--- config.mk ---
export PLATFORM = sky130hd
export DESIGN_NAME = shift_reg_arbiter_flat
export DESIGN_NICKNAME = d
export VERILOG_FILES = /design/src/rtl/shift_reg_arbiter_if.sv /design/src/rtl/shift_reg_arbiter.sv /design/src/flat_wrapper.sv
export SDC_FILE = /design/constraint.sdc
export NUM_CORES = 1
export LEC_CHECK = 0
export CORE_MARGIN = 10
export CORE_UTILIZATION = 44
export DETAILED_ROUTE_END_ITERATION = 10
export GPL_ROUTABILITY_DRIVEN = 1
export PLACE_DENSITY = 0.74
export SLEW_MARGIN = 20
export SYNTH_ARGS = -nofsm -noshare
export SYNTH_HDL_FRONTEND = slang
export SYNTH_SLANG_ARGS = --single-unit
--- constraint.sdc ---
create_clock -name clk -period 1.8 [get_ports clk]
set_input_delay 0.36 -clock clk [delete_from_list [all_inputs] [get_ports clk]]
set_output_delay 0.36 -clock clk [all_outputs]
set_load 0.1 [all_outputs]
--- src/rtl/shift_reg_arbiter_if.sv ---
// Bundle between the requesters, the arbiter and the shared 4-bit universal
// shift register. The arbiter uses the slave modport; the requester/shift
// register side uses master.
interface shift_reg_arbiter_if #(
  parameter int WIDTH = 4
);
  logic             req0, req1;
  logic             dir0, dir1;
  logic [WIDTH-1:0] data0, data1;
  logic             grant0, grant1;
  logic             busy;
  logic             done;
  logic [WIDTH-1:0] rx_word;
  logic [WIDTH-1:0] sr_D;
  logic             sr_load;
  logic             sr_l_r;
  logic             sr_S_in;
  logic             sr_S_out;

  modport slave (
    input  req0, req1, dir0, dir1, data0, data1, sr_S_out,
    output grant0, grant1, busy, done, rx_word, sr_D, sr_load, sr_l_r, sr_S_in
  );

  modport master (
    output req0, req1, dir0, dir1, data0, data1, sr_S_out,
    input  grant0, grant1, busy, done, rx_word, sr_D, sr_load, sr_l_r, sr_S_in
  );
endinterface

--- src/rtl/shift_reg_arbiter.sv ---
// Two-requester arbiter/sequencer for a shared universal shift register.
// A granted word is parallel-loaded, shifted out serially in the requested
// direction, reassembled from S_out into rx_word, and reported with done.
// Build option: define SHIFT_ARB_FIXED_PRIO_EN for fixed priority (req0 wins);
// default is round-robin between the two requesters.
module shift_reg_arbiter #(
  parameter int WIDTH = 4
) (
  input  logic                 clk,
  input  logic                 reset,
  shift_reg_arbiter_if.slave   bus
);
  localparam int CW = $clog2(WIDTH + 1);

  typedef enum logic [1:0] {S_IDLE, S_LOAD, S_SHIFT, S_DONE} state_t;

  state_t           state_q, state_d;
  logic [CW-1:0]    cnt_q, cnt_d;
  logic [WIDTH-1:0] data_q, data_d;
  logic [WIDTH-1:0] rx_q, rx_d;
  logic [WIDTH-1:0] rx_word_q, rx_word_d;
  logic [WIDTH-1:0] sr_d_q, sr_d_d;
  logic             dir_q, dir_d;
  logic             owner_q, owner_d;
  logic             grant0_q, grant0_d, grant1_q, grant1_d;
  logic             busy_q, busy_d, done_q, done_d;
  logic             sr_load_q, sr_load_d, sr_l_r_q, sr_l_r_d;
  logic             shifting_d;
  logic             pick;

`ifdef SHIFT_ARB_FIXED_PRIO_EN
  // req0 always wins a tie; no history is kept.
  assign pick = ~bus.req0;
`else
  logic last_q, last_d;
  // On a tie the requester not served last wins; otherwise the lone requester.
  assign pick = (bus.req0 & bus.req1) ? ~last_q : bus.req1;
`endif

  // Next-state, datapath and registered-output decode.
  always_comb begin
    state_d   = state_q;
    cnt_d     = cnt_q;
    data_d    = data_q;
    dir_d     = dir_q;
    owner_d   = owner_q;
    rx_d      = rx_q;
    rx_word_d = rx_word_q;
`ifndef SHIFT_ARB_FIXED_PRIO_EN
    last_d    = last_q;
`endif
    case (state_q)
      S_IDLE: begin
        if (bus.req0 | bus.req1) begin
          owner_d = pick;
          data_d  = pick ? bus.data1 : bus.data0;
          dir_d   = pick ? bus.dir1  : bus.dir0;
          state_d = S_LOAD;
        end
      end
      S_LOAD: begin
        cnt_d   = '0;
        rx_d    = '0;
        state_d = S_SHIFT;
      end
      S_SHIFT: begin
        // S_out is valid from the second shift cycle onward (registered in
        // the shift register), so the bit sampled at cnt=k is data bit k-1.
        if (cnt_q != '0)
          rx_d = dir_q ? {rx_q[WIDTH-2:0], bus.sr_S_out}
                       : {bus.sr_S_out, rx_q[WIDTH-1:1]};
        if (cnt_q == CW'(WIDTH)) begin
          rx_word_d = rx_d;
          state_d   = S_DONE;
        end else begin
          cnt_d = cnt_q + CW'(1);
        end
      end
      S_DONE: begin
`ifndef SHIFT_ARB_FIXED_PRIO_EN
        last_d  = owner_q;
`endif
        state_d = S_IDLE;
      end
      default: state_d = S_IDLE;
    endcase

    shifting_d = (state_d == S_SHIFT) && (cnt_d < CW'(WIDTH));
    grant0_d   = (state_d != S_IDLE) && !owner_d;
    grant1_d   = (state_d != S_IDLE) &&  owner_d;
    busy_d     = (state_d != S_IDLE);
    done_d     = (state_d == S_DONE);
    sr_load_d  = !shifting_d;
    sr_l_r_d   = shifting_d ? dir_d : 1'b0;
    sr_d_d     = (state_d == S_LOAD) ? data_d : '0;
  end

  // State and output registers; async reset returns everything to idle values.
  always_ff @(posedge clk or posedge reset) begin
    if (reset) begin
      state_q   <= S_IDLE;
      cnt_q     <= '0;
      data_q    <= '0;
      dir_q     <= 1'b0;
      owner_q   <= 1'b0;
      rx_q      <= '0;
      rx_word_q <= '0;
      sr_d_q    <= '0;
      grant0_q  <= 1'b0;
      grant1_q  <= 1'b0;
      busy_q    <= 1'b0;
      done_q    <= 1'b0;
      sr_load_q <= 1'b1;
      sr_l_r_q  <= 1'b0;
`ifndef SHIFT_ARB_FIXED_PRIO_EN
      last_q    <= 1'b1;
`endif
    end else begin
      state_q   <= state_d;
      cnt_q     <= cnt_d;
      data_q    <= data_d;
      dir_q     <= dir_d;
      owner_q   <= owner_d;
      rx_q      <= rx_d;
      rx_word_q <= rx_word_d;
      sr_d_q    <= sr_d_d;
      grant0_q  <= grant0_d;
      grant1_q  <= grant1_d;
      busy_q    <= busy_d;
      done_q    <= done_d;
      sr_load_q <= sr_load_d;
      sr_l_r_q  <= sr_l_r_d;
`ifndef SHIFT_ARB_FIXED_PRIO_EN
      last_q    <= last_d;
`endif
    end
  end

  assign bus.grant0  = grant0_q;
  assign bus.grant1  = grant1_q;
  assign bus.busy    = busy_q;
  assign bus.done    = done_q;
  assign bus.rx_word = rx_word_q;
  assign bus.sr_D    = sr_d_q;
  assign bus.sr_load = sr_load_q;
  assign bus.sr_l_r  = sr_l_r_q;
  assign bus.sr_S_in = 1'b0;
endmodule

--- src/flat_wrapper.sv ---
// flat-port wrapper written by rule: the top's interface ports become plain ports
module shift_reg_arbiter_flat 
#(
  parameter int WIDTH = 4
)
  (clk, reset, bus_req0, bus_req1, bus_dir0, bus_dir1, bus_data0, bus_data1, bus_sr_S_out, bus_grant0, bus_grant1, bus_busy, bus_done, bus_rx_word, bus_sr_D, bus_sr_load, bus_sr_l_r, bus_sr_S_in);
  shift_reg_arbiter_if #(.WIDTH(WIDTH)) bus_i ();
  input  logic clk;
  input  logic reset;
  input wire logic [$bits(bus_i.req0)-1:0] bus_req0;
  input wire logic [$bits(bus_i.req1)-1:0] bus_req1;
  input wire logic [$bits(bus_i.dir0)-1:0] bus_dir0;
  input wire logic [$bits(bus_i.dir1)-1:0] bus_dir1;
  input wire logic [$bits(bus_i.data0)-1:0] bus_data0;
  input wire logic [$bits(bus_i.data1)-1:0] bus_data1;
  input wire logic [$bits(bus_i.sr_S_out)-1:0] bus_sr_S_out;
  output wire logic [$bits(bus_i.grant0)-1:0] bus_grant0;
  output wire logic [$bits(bus_i.grant1)-1:0] bus_grant1;
  output wire logic [$bits(bus_i.busy)-1:0] bus_busy;
  output wire logic [$bits(bus_i.done)-1:0] bus_done;
  output wire logic [$bits(bus_i.rx_word)-1:0] bus_rx_word;
  output wire logic [$bits(bus_i.sr_D)-1:0] bus_sr_D;
  output wire logic [$bits(bus_i.sr_load)-1:0] bus_sr_load;
  output wire logic [$bits(bus_i.sr_l_r)-1:0] bus_sr_l_r;
  output wire logic [$bits(bus_i.sr_S_in)-1:0] bus_sr_S_in;
  assign bus_i.req0 = bus_req0;
  assign bus_i.req1 = bus_req1;
  assign bus_i.dir0 = bus_dir0;
  assign bus_i.dir1 = bus_dir1;
  assign bus_i.data0 = bus_data0;
  assign bus_i.data1 = bus_data1;
  assign bus_i.sr_S_out = bus_sr_S_out;
  assign bus_grant0 = bus_i.grant0;
  assign bus_grant1 = bus_i.grant1;
  assign bus_busy = bus_i.busy;
  assign bus_done = bus_i.done;
  assign bus_rx_word = bus_i.rx_word;
  assign bus_sr_D = bus_i.sr_D;
  assign bus_sr_load = bus_i.sr_load;
  assign bus_sr_l_r = bus_i.sr_l_r;
  assign bus_sr_S_in = bus_i.sr_S_in;
  shift_reg_arbiter #(.WIDTH(WIDTH)) u_core (.clk(clk), .reset(reset), .bus(bus_i));
endmodule
---- Yosys cells after proc, flatten, opt, wreduce, memory -nomap -nowiden ----
Cells that the tools add are included.
storage, ports and cells
  input bits .............................. 15
  logic and storage cells ................. 56
  register bits after elaboration ......... 30
  output and inout bits ................... 15
operators by class
  add/subtract/negate cells ............... 1
  reduce and logical (&&, ||, !) cells .... 10
  mux-type cells .......................... 19
  bitwise logic cells ..................... 3
  $lt $le $gt $ge ......................... 1
  equality and inequality tests ........... 7
operator list
  cell                   number
  $mux W4                6
  $eq A2 B2 Y1 const B   4
  $pmux W2 S4            1
  $pmux W4 S2            1
  $mux W1                7
  $pmux W3 S2            1
  $eq A2 B1 Y1 const B   2
  $mux W2                2
  $reduce_bool A2 Y1     2
  $add A3 B1 Y3 const B  1
  $eq A3 B3 Y1 const B   1
  $logic_and A1 B1 Y1    3
  $lt A3 B3 Y1 const B   1
  $mux W3                1
  $reduce_bool A3 Y1     1
  $logic_not A1 Y1       2
  $logic_not A2 Y1       1
  $reduce_and A2 Y1      1
  $and A1 B1 Y1          1
  $not A1 Y1             1
  $or A1 B1 Y1           1

---- Logic depth before layout (Yosys ltp) ----
Gate-level depths: netlist of the first run.
  word-level depth ........................ 6
  mapped depth ............................ 7
  mapped depth without buffers ............ 6

---- Worst setup path after synthesis of the first run ----
No wires, ideal clock.
  path type ............................... flip-flop to flip-flop
  from .................................... register u_core.state_q[0]
  to ...................................... register u_core.cnt_q[0]
  data required time ...................... 1.675 ns
  arrival time ............................ 1.528 ns
  slack ................................... 0.148 ns
  cell stages (with the launch flop) ...... 6
  buffers on the path ..................... 1
  setup time .............................. 0.125 ns
  period minus slack after synthesis ...... 1.652 ns
  cell sequence ........................... dfrtp_1 > inv_1 > ha_1 > clkbuf_1 > nand2_1 > mux2_2
between the ends
  longest elaborated chain between the ends .. 2
  elaborated cells between the ends (all ways) .. 3
  classes of those cells .................. 2 x eq/ne; 1 x mux
RTL lines
  element                                              line                      source
  start, declared                                      shift_reg_arbiter.sv:17   state_t state_q, state_d;
  start signal, assigned                               shift_reg_arbiter.sv:119  state_q <= state_d;
  $eq A2 B2 Y1 / $eq A2 B1 Y1 (equally long branches)  shift_reg_arbiter.sv:52   case (state_q)
  $pmux W3 S2 (*)                                      shift_reg_arbiter.sv:52
  end signal, assigned                                 shift_reg_arbiter.sv:120  cnt_q <= cnt_d;
  end, declared                                        shift_reg_arbiter.sv:18   logic [CW-1:0] cnt_q, cnt_d;
Every way passes the cells marked *; elsewhere a longest branch is shown, timed or not.
A chain may end at the register's enable or synchronous reset.

---- Final worst setup path of the first run ----
  from .................................... register u_core.state_q[0]
  to ...................................... register u_core.sr_l_r_q (netlist: u_core.bus.sr_l_r)
between the ends
  longest elaborated chain between the ends .. 5
  elaborated cells between the ends (all ways) .. 13
  classes of those cells .................. 1 x order compare; 4 x eq/ne; 6 x mux; 2 x reduce/logical
RTL lines
  element                                     line                      source
  $eq A2 B2 Y1, or another cell as far along  shift_reg_arbiter.sv:52
  $pmux W2 S4 (*)                             shift_reg_arbiter.sv:52
  named net u_core.state_d[0]                 shift_reg_arbiter.sv:17
  $eq A2 B2 Y1 (*)                            shift_reg_arbiter.sv:88   shifting_d = (state_d == S_SHIFT) && (cnt_d < CW'(WIDTH));
  $logic_and A1 B1 Y1 (*)                     shift_reg_arbiter.sv:88
  $mux W1 (*)                                 shift_reg_arbiter.sv:94   sr_l_r_d = shifting_d ? dir_d : 1'b0;
  named net u_core.sr_l_r_d                   shift_reg_arbiter.sv:27   logic sr_load_q, sr_load_d, sr_l_r_q, sr_l_r_d;
  end signal, assigned                        shift_reg_arbiter.sv:132  sr_l_r_q <= sr_l_r_d;
  end, declared                               shift_reg_arbiter.sv:27
Mark *: on every way through the listed nets, which the timed path passes. The rest lies on a longest branch.

==> impl_metrics.py, run 1 <==
metrics = {
    "status": {
        "run_status": "completed",
    },
    "layout": {
        "antenna_cells": 0,
        "fin_nets": 187,
        "drive_gt1_share_pct": 22.75,
        "area_growth_pct": 41.64,
        "fill_cells": 235,
    },
    "critical_path": {
        "cp.required_ps": 2070,
        "crit_chain": "inv_1 -> ha_1 -> nor4b_4 -> nor3_2 -> nand3b_4 -> nor3_2",
        "slowest_delay_ps": 410,
        "crit_end": "u_core.bus.sr_l_r",
        "cp-start-kind": "register",
        "ff2ff_setup_slack_ps": 230,
        "r2r_start": "u_core.state_q[0]",
        "rr_endpoint": "u_core.bus.sr_l_r",
        "crit_path_top_delay_cell": "dfrtp_1",
        "startpoint": "u_core.state_q[0]",
        "r2r_cells": 6,
        "crit_arrival_ps": 1850,
        "crit_top_cell": "nor3_2",
        "path_max_fanout": 4,
        "path_class": "register to register",
        "crit_path_end_kind": "register",
    },
    "placed_design": {
        "post-dp-hpwl_um": 2283,
        "finalWeightedCongestion": 0.7606,
        "place.port_buffers": 28,
    },
    "clock_tree": {
        "cts_root_buffer": "clkbuf_4",
        "post_cts_buffers": 0,
        "cts_buffer_depth": 2,
        "postCtsHoldBufs": 0,
        "cts_tree": "built",
        "htreeDepth": 2,
        "cts_buffers": 5,
        "worstSkewPairLatency_ps": 340,
        "cts-resized-gates": 0,
        "numClockSinks": 30,
        "clkTransAtPathRegs_ps": 100,
    },
    "global_routing": {
        "grt_pass1_vias": 1148,
        "grt_max_degree": 31,
        "gr-total-overflow": 0,
        "grt_first_pass_wirelength_um": 4843,
        "track_usage_pct": 11.38,
        "antenna_found_initial": 0,
    },
    "route": {
        "wire_per_inst_um": 13.60,
        "route.detailed.drc": 0,
        "drtPass1Iterations": 4,
        "drt_iter0_drc": 76,
        "num_vias": 1032,
        "via_per_inst": 4.891,
        "routed_wl_um": 2870,
        "ant_nets": 0,
    },
    "yosys": {
        "syn_inst": 131,
        "yosysMostFrequentCell": "dfrtp_1",
        "async_flop_share_pct": 100.0,
        "synth_area_leaders": "dfrtp_1 51%, ha_1 5.5%, nor2_1 4.7%",
        "ys.flop_type": "dfrtp_1",
        "synth_area_per_cell_sq_um": 10.46,
        "synthesis.nets": 152,
        "synth_area_sq_um": 1370,
        "ys_warn_count": 0,
        "yosysSeqAreaShare_pct": 54.98,
        "yosys.area.top_type_share_pct": 51.14,
        "synthTopCellsByCount": "28 x dfrtp_1, 17 x nor2_1, 12 x nand2_1, 11 x inv_1",
        "ys_types": 29,
        "synth_edf_count": 0,
        "ys_ff_latch": 30,
        "synth_top_area_cell": "dfrtp_1",
    },
    "die": {
        "core_area_sq_um": 3028,
        "die_area_sq_um": 5746,
        "num_rows": 20,
        "initial_core_util_pct": 45.25,
        "die_w_um": 75.80,
        "io_pins": 30,
        "die_h_um": 75.80,
    },
    "run": {
        "maxCapViolations": 0,
    },
    "timing": {
        "final-setup-viol-count": 0,
        "min_period_ps": 1572,
        "period_share_pct": 87.35,
        "clock_skew_ps": 9.305,
        "fmax_ghz": 0.6360,
        "tns_ps": 0,
        "finalHoldViolCount": 0,
        "final_max_slew_viol_count": 0,
        "grt_setup_unrepaired": "no",
    },
    "min_path": {
        "hold_path.class": "primary input to async pin",
    },
}
[through the flow]
stage,hold slack [ps],cells,setup slack [ps],instance area [sq um],util [%]
floorplan,449.3,131,147.8,1370,-
global placement,468.9,203,109.1,1858,61.36
detailed placement,479.6,203,29.00,1858,61.36
CTS,389.4,211,151.1,1936,63.93
global route,445.0,211,127.3,1941,64.09
finish,375.1,211,227.7,1941,64.09
[cell families after synthesis]
| logic type | synth area share [%] |
|---|---|
| AND/OR/NAND/NOR | 16.89 |
| flip-flops | 54.98 |
| multiplexers | 3.744 |
| adder cells (fa/ha/maj) | 5.479 |
| other | 0.2737 |
| AO/OA/AOI/OAI | 13.79 |
| buffers and inverters | 4.840 |
[worst max-delay path: cells and delay by family, from the launching register on]
family                     cells  cell delay (ps)
buffers and inverters          1              110
DFF                            1              410
and+or+nand+nor                4              750
adders and majority gates      1              240
[layer usage]
| metal | share of wire, % | up-vias | routed length [um] | global-route usage [%] |
|---|---|---|---|---|
| met5 | 0 | - | 0 | 0 |
| met4 | 3.0 | 0 | 85 | 8.454 |
| met2 | 53 | 18 | 1530 | 21.23 |
| met1 | 40 | 496 | 1145 | 10.58 |
| li1 | - | 511 | - | - |
| met3 | 3.8 | 7 | 109 | 2.474 |
[layout by cell type, fill, tap and decap left out, drive strengths merged]
| master | n |
|---|---|
| dfrtp | 28 |
| buf | 19 |
| nor2 | 17 |
| clkdlybuf4s50 | 14 |
| nand2 | 12 |
| inv | 11 |
| a21oi | 9 |
| o22ai | 9 |
| o21ai | 7 |
| ha | 6 |
| clkbuf | 5 |
| nor3b | 4 |
| mux2i | 4 |
| nor3 | 3 |
| nand3 | 2 |
| o21a | 2 |
| clkinv | 2 |
| dfstp | 2 |
| a21o | 2 |
| a22o | 1 |
| nor4b | 1 |
| a211oi | 1 |
| and2 | 1 |
| nand3b | 1 |
| nor2b | 1 |
| mux2 | 1 |
| conb | 1 |
| bufinv | 1 |
[sequential cells by signal, summed over array words and instances (netlist names)]
signal,flops
u_core.bus.rx_word,4
u_core.bus.sr_D,4
u_core.data_q,4
u_core.rx_q,4
u_core.cnt_q,3
u_core.state_q,2
u_core.bus.busy,1
u_core.bus.done,1
u_core.bus.grant0,1
u_core.bus.grant1,1
u_core.bus.sr_l_r,1
u_core.bus.sr_load,1
u_core.dir_q,1
u_core.last_q,1
u_core.owner_q,1
[final cells by class]
cell class | count | area, sq um | share of cell area (%)
clock inverter | 3 | 40.04 | 2.063
tap | 44 | 55.05 | 2.837
timing repair buffer | 33 | 457.9 | 23.60
clock buffer | 5 | 37.54 | 1.934
inverter | 11 | 41.29 | 2.128
sequential | 30 | 753.2 | 38.81
multi-input combinational | 85 | 555.5 | 28.63
[worst min-delay path by stage]
stage                         startpoint                 end  cells past startpoint  slack [ps]
after floorplan                    reset     u_core.bus.busy                      1         450
after global placement    u_core.owner_q       u_core.last_q                      2         470
after detailed placement  u_core.owner_q       u_core.last_q                      2         480
after CTS                          reset    u_core.data_q[0]                      3         390
after global routing               reset  u_core.bus.sr_D[0]                      3         450
final                              reset  u_core.bus.sr_D[3]                      3         380
Power of run 1 is not shown: default switching activity piles up to over one toggle a cycle in this logic, so the estimate is an artifact.
==> inputs of run 2 (changes only) <==
--- a/config.mk
+++ b/config.mk
@@ -5,7 +5,8 @@
 export SDC_FILE = /design/constraint.sdc
 export NUM_CORES = 1
 export LEC_CHECK = 0
-export CORE_MARGIN = 10
+export CORE_ASPECT_RATIO = 1.5
+export CORE_MARGIN = 3
 export CORE_UTILIZATION = 44
 export DETAILED_ROUTE_END_ITERATION = 10
 export GPL_ROUTABILITY_DRIVEN = 1
==> impl_metrics.py, run 2 (synthesis gave the netlist of run 1 again) <==
metrics = {
    "global_routing": {
        "grt_first_pass_wirelength_um": 5037,
        "gr-total-overflow": 0,
        "grt_pass1_vias": 1123,
        "grt_max_degree": 31,
        "antenna_found_initial": 0,
        "track_usage_pct": 18.00,
    },
    "timing": {
        "period_share_pct": 89.02,
        "finalHoldViolCount": 0,
        "tns_ps": 0,
        "grt_setup_unrepaired": "no",
        "fmax_ghz": 0.6241,
        "clock_skew_ps": 5.163,
        "final_max_slew_viol_count": 0,
        "final-setup-viol-count": 0,
        "min_period_ps": 1602,
    },
    "critical_path": {
        "r2r_cells": 6,
        "crit_chain": "inv_1 -> ha_1 -> a21o_2 -> a21oi_1 -> nor3_1 -> nor3b_1",
        "path_class": "register to register",
        "rr_endpoint": "u_core.bus.sr_D[0]",
        "path_max_fanout": 7,
        "ff2ff_setup_slack_ps": 200,
        "slowest_delay_ps": 400,
        "crit_path_end_kind": "register",
        "crit_cells": 6,
        "timing.critical_path.buf_inv": 1,
        "crit_path_top_delay_cell": "dfrtp_1",
        "r2r_start": "u_core.cnt_q[0]",
        "cp-start-kind": "register",
        "path_delay_family": "simple AND/OR/NAND/NOR gates",
        "cp.required_ps": 1990,
        "crit_arrival_ps": 1790,
    },
    "layout": {
        "mostFrequentLayoutCells": "28 x dfrtp_1, 17 x nor2_1, 14 x clkdlybuf4s50_1, 14 x buf_12, 12 x nand2_1",
        "final_common_cell": "dfrtp_1",
        "drive_gt1_share_pct": 21.69,
        "antenna_cells": 0,
        "fin_nets": 186,
        "fill_cells": 259,
        "area_growth_pct": 42.56,
    },
    "clock_tree": {
        "htreeDepth": 2,
        "cts_buffers": 5,
        "cts_buffer_depth": 2,
        "cts-resized-gates": 0,
        "cts_tree": "built",
        "clkTransAtPathRegs_ps": 70,
        "worstSkewPairLatency_ps": 290,
        "postCtsHoldBufs": 0,
        "post_cts_buffers": 0,
        "numClockSinks": 30,
        "cts_root_buffer": "clkbuf_8",
    },
    "placed_design": {
        "finalWeightedCongestion": 0.7989,
        "post-dp-hpwl_um": 2194,
        "place.port_buffers": 28,
    },
    "route": {
        "route.detailed.drc": 0,
        "routed_wl_um": 2920,
        "drtPass1Iterations": 4,
        "num_vias": 1059,
        "ant_nets": 0,
        "wire_per_inst_um": 14.24,
        "drt_iter0_drc": 15,
        "via_per_inst": 5.166,
    },
    "die": {
        "die_h_um": 74.34,
        "num_rows": 24,
        "initial_core_util_pct": 46.56,
        "core_area_sq_um": 2943,
        "io_pins": 30,
        "die_area_sq_um": 3833,
        "die_w_um": 51.56,
    },
    "min_path": {
        "hold_path.class": "primary input to async pin",
    },
    "run": {
        "maxCapViolations": 0,
    },
    "status": {
        "run_status": "completed",
    },
}
-- run 2: cell types whose count changed in the layout (fill, tap and decap cells not counted), sizes merged --
cell / before / now
buf: 19 / 18
-- run 2: worst max path at each step --
stage / from / to
6_report: u_core.cnt_q[0] / u_core.bus.sr_D[0]
4_1_cts: u_core.cnt_q[0] / u_core.bus.sr_D[0]
3_5_place_dp: bus_req0 / u_core.bus.sr_D[0]
3_3_place_gp: bus_req1 / u_core.bus.grant1
2_1_floorplan: u_core.state_q[0] / u_core.cnt_q[0]
5_1_grt: u_core.cnt_q[0] / u_core.bus.sr_D[0]
-- run 2: per-layer routing --
layer  wire length (um)  GRT usage, %  part of all wire [%]
met1               1141         19.12                    39
met2               1587         31.16                    54
met3                131         6.212                   4.5
met4                 59         9.329                   2.0
met5                  0             0                     0
-- run 2: final cells by class --
class / count / area (sq um) / area share [%]
inverters: 11 / 41.29 / 2.114
well taps: 39 / 48.80 / 2.498
clock inverters: 3 / 40.04 / 2.050
flip-flops and latches: 30 / 753.2 / 38.57
repair buffers: 32 / 450.4 / 23.06
multi-input cells: 85 / 550.5 / 28.19
clock buffers: 5 / 68.82 / 3.523
-- run 2: per-stage QoR --
stage | worst slack [ps] | area (sq um) | cells | util, % | hold WS [ps]
3_3_place_gp | 132.6 | 1844 | 197 | 62.67 | 478.9
5_1_grt | 83.37 | 1953 | 205 | 66.37 | 522.2
6_report | 197.6 | 1953 | 205 | 66.37 | 447.1
4_1_cts | 199.9 | 1953 | 205 | 66.37 | 455.7
3_5_place_dp | 24.80 | 1844 | 197 | 62.67 | 487.5
2_1_floorplan | 147.8 | 1370 | 131 | - | 449.3
-- run 2: worst reg2reg max path, stage by stage (launching register included) --
cell	delay [ps]
dfrtp_1	400
inv_1	70
ha_1	260
a21o_2	160
a21oi_1	60
nor3_1	300
nor3b_1	260
Power of run 2 is left out for the same reason.
==> inputs of run 3 (changes only) <==
--- a/config.mk
+++ b/config.mk
@@ -5,9 +5,11 @@
 export SDC_FILE = /design/constraint.sdc
 export NUM_CORES = 1
 export LEC_CHECK = 0
+export ABC_CLOCK_PERIOD_IN_PS = 1800
 export CORE_ASPECT_RATIO = 1.5
 export CORE_MARGIN = 3
 export CORE_UTILIZATION = 44
+export CTS_BUF_LIST = sky130_fd_sc_hd__clkbuf_16
 export DETAILED_ROUTE_END_ITERATION = 10
 export GPL_ROUTABILITY_DRIVEN = 1
 export PLACE_DENSITY = 0.74
==> impl_metrics.py, run 3 (synthesis gave the netlist of run 1 again) <==
metrics = {
    "timing": {
        "finalHoldViolCount": 0,
        "clock_skew_ps": 6.122,
        "final-setup-viol-count": 0,
        "fmax_ghz": 0.6140,
        "min_period_ps": 1629,
        "final_max_slew_viol_count": 0,
        "period_share_pct": 90.49,
        "tns_ps": 0,
        "grt_setup_unrepaired": "no",
    },
    "global_routing": {
        "gr-total-overflow": 0,
        "grt_first_pass_wirelength_um": 5037,
        "grt_max_degree": 31,
        "track_usage_pct": 18.16,
        "antenna_found_initial": 0,
        "grt_pass1_vias": 1085,
    },
    "clock_tree": {
        "clkTransAtPathRegs_ps": 50,
        "cts_root_buffer": "clkbuf_16",
        "cts_tree": "built",
        "cts_buffer_depth": 2,
        "numClockSinks": 30,
        "post_cts_buffers": 0,
        "postCtsHoldBufs": 0,
        "worstSkewPairLatency_ps": 280,
        "cts-resized-gates": 0,
        "htreeDepth": 2,
        "cts_buffers": 5,
    },
    "die": {
        "initial_core_util_pct": 46.56,
        "die_area_sq_um": 3833,
        "core_area_sq_um": 2943,
        "io_pins": 30,
        "num_rows": 24,
        "die_w_um": 51.56,
        "die_h_um": 74.34,
    },
    "run": {
        "maxCapViolations": 0,
    },
    "placed_design": {
        "finalWeightedCongestion": 0.7989,
        "place.port_buffers": 28,
        "post-dp-hpwl_um": 2194,
    },
    "critical_path": {
        "slowest_delay_ps": 400,
        "timing.critical_path.buf_inv": 1,
        "crit_path_end_kind": "register",
        "cp.required_ps": 1980,
        "path_class": "register to register",
        "crit_chain": "inv_1 -> ha_1 -> a21o_2 -> a21oi_1 -> nor3_1 -> nor3b_1",
        "crit_path_top_delay_cell": "dfrtp_1",
        "crit_arrival_ps": 1800,
        "cp-start-kind": "register",
        "path_max_fanout": 7,
        "path_delay_family": "simple AND/OR/NAND/NOR gates",
    },
    "route": {
        "via_per_inst": 5.156,
        "drt_iter0_drc": 26,
        "ant_nets": 0,
        "num_vias": 1057,
        "route.detailed.drc": 0,
        "drtPass1Iterations": 6,
        "wire_per_inst_um": 14.39,
        "routed_wl_um": 2949,
    },
    "layout": {
        "final_common_cell": "dfrtp_1",
        "area_growth_pct": 46.67,
        "mostFrequentLayoutCells": "28 x dfrtp_1, 17 x nor2_1, 14 x clkdlybuf4s50_1, 14 x buf_12, 12 x nand2_1",
        "antenna_cells": 0,
        "fin_nets": 186,
        "drive_gt1_share_pct": 21.69,
    },
    "status": {
        "run_status": "completed",
    },
    "min_path": {
        "hold_path.class": "primary input to async pin",
    },
}
-- run 3: cell count changes in the layout (fill, tap and decap cells not counted) --
cell,change
clkbuf_8,-5
clkbuf_16,+5
-- run 3: layer usage --
layer | part of all wire (%) | up-vias | global-route usage [%]
met5 | 0 | - | 0
met4 | 2.0 | 0 | 8.455
met3 | 4.4 | 5 | 6.613
met2 | 53 | 20 | 30.45
met1 | 41 | 521 | 20.39
li1 | - | 511 | -
-- run 3: cell type report --
class                           instances  area, sq um
Clock buffer                            5        125.1
Timing Repair Buffer                   32        450.4
Inverter                               11        41.29
Fill cell                             250        933.4
Tap cell                               39        48.80
Clock inverter                          3        40.04
Multi-Input combinational cell         85        550.5
Sequential cell                        30        753.2
-- run 3: stage by stage --
step	worst slack, ps	cell area [sq um]	cells	util, %	hold slack (ps)
after floorplan	147.8	1370	131	-	449.3
after global placement	132.6	1844	197	62.67	478.9
after detailed placement	24.80	1844	197	62.67	487.5
after CTS	201.4	2009	205	68.28	474.9
after global routing	79.40	2009	205	68.28	526.6
final	171.2	2009	205	68.28	463.7
-- run 3: worst paths after layout --
path / startpoint / to / slack [ps] / cells after the start
worst max register to register: u_core.cnt_q[0] / u_core.bus.sr_D[0] / 170 / 6
max in group asynchronous: reset / u_core.last_q / 1020 / 3
min in group clk: u_core.owner_q / u_core.last_q / 500 / 2
worst min register to register: u_core.owner_q / u_core.last_q / 500 / 2
worst min-delay path: reset / u_core.bus.sr_D[1] / 460 / 3
worst max-delay path: u_core.cnt_q[0] / u_core.bus.sr_D[0] / 170 / 6
-- run 3: worst min-delay path: cells and delay by family --
family / cells / cell delay, ps
buf+inv: 3 / 790
Power of run 3 is left out for the same reason.
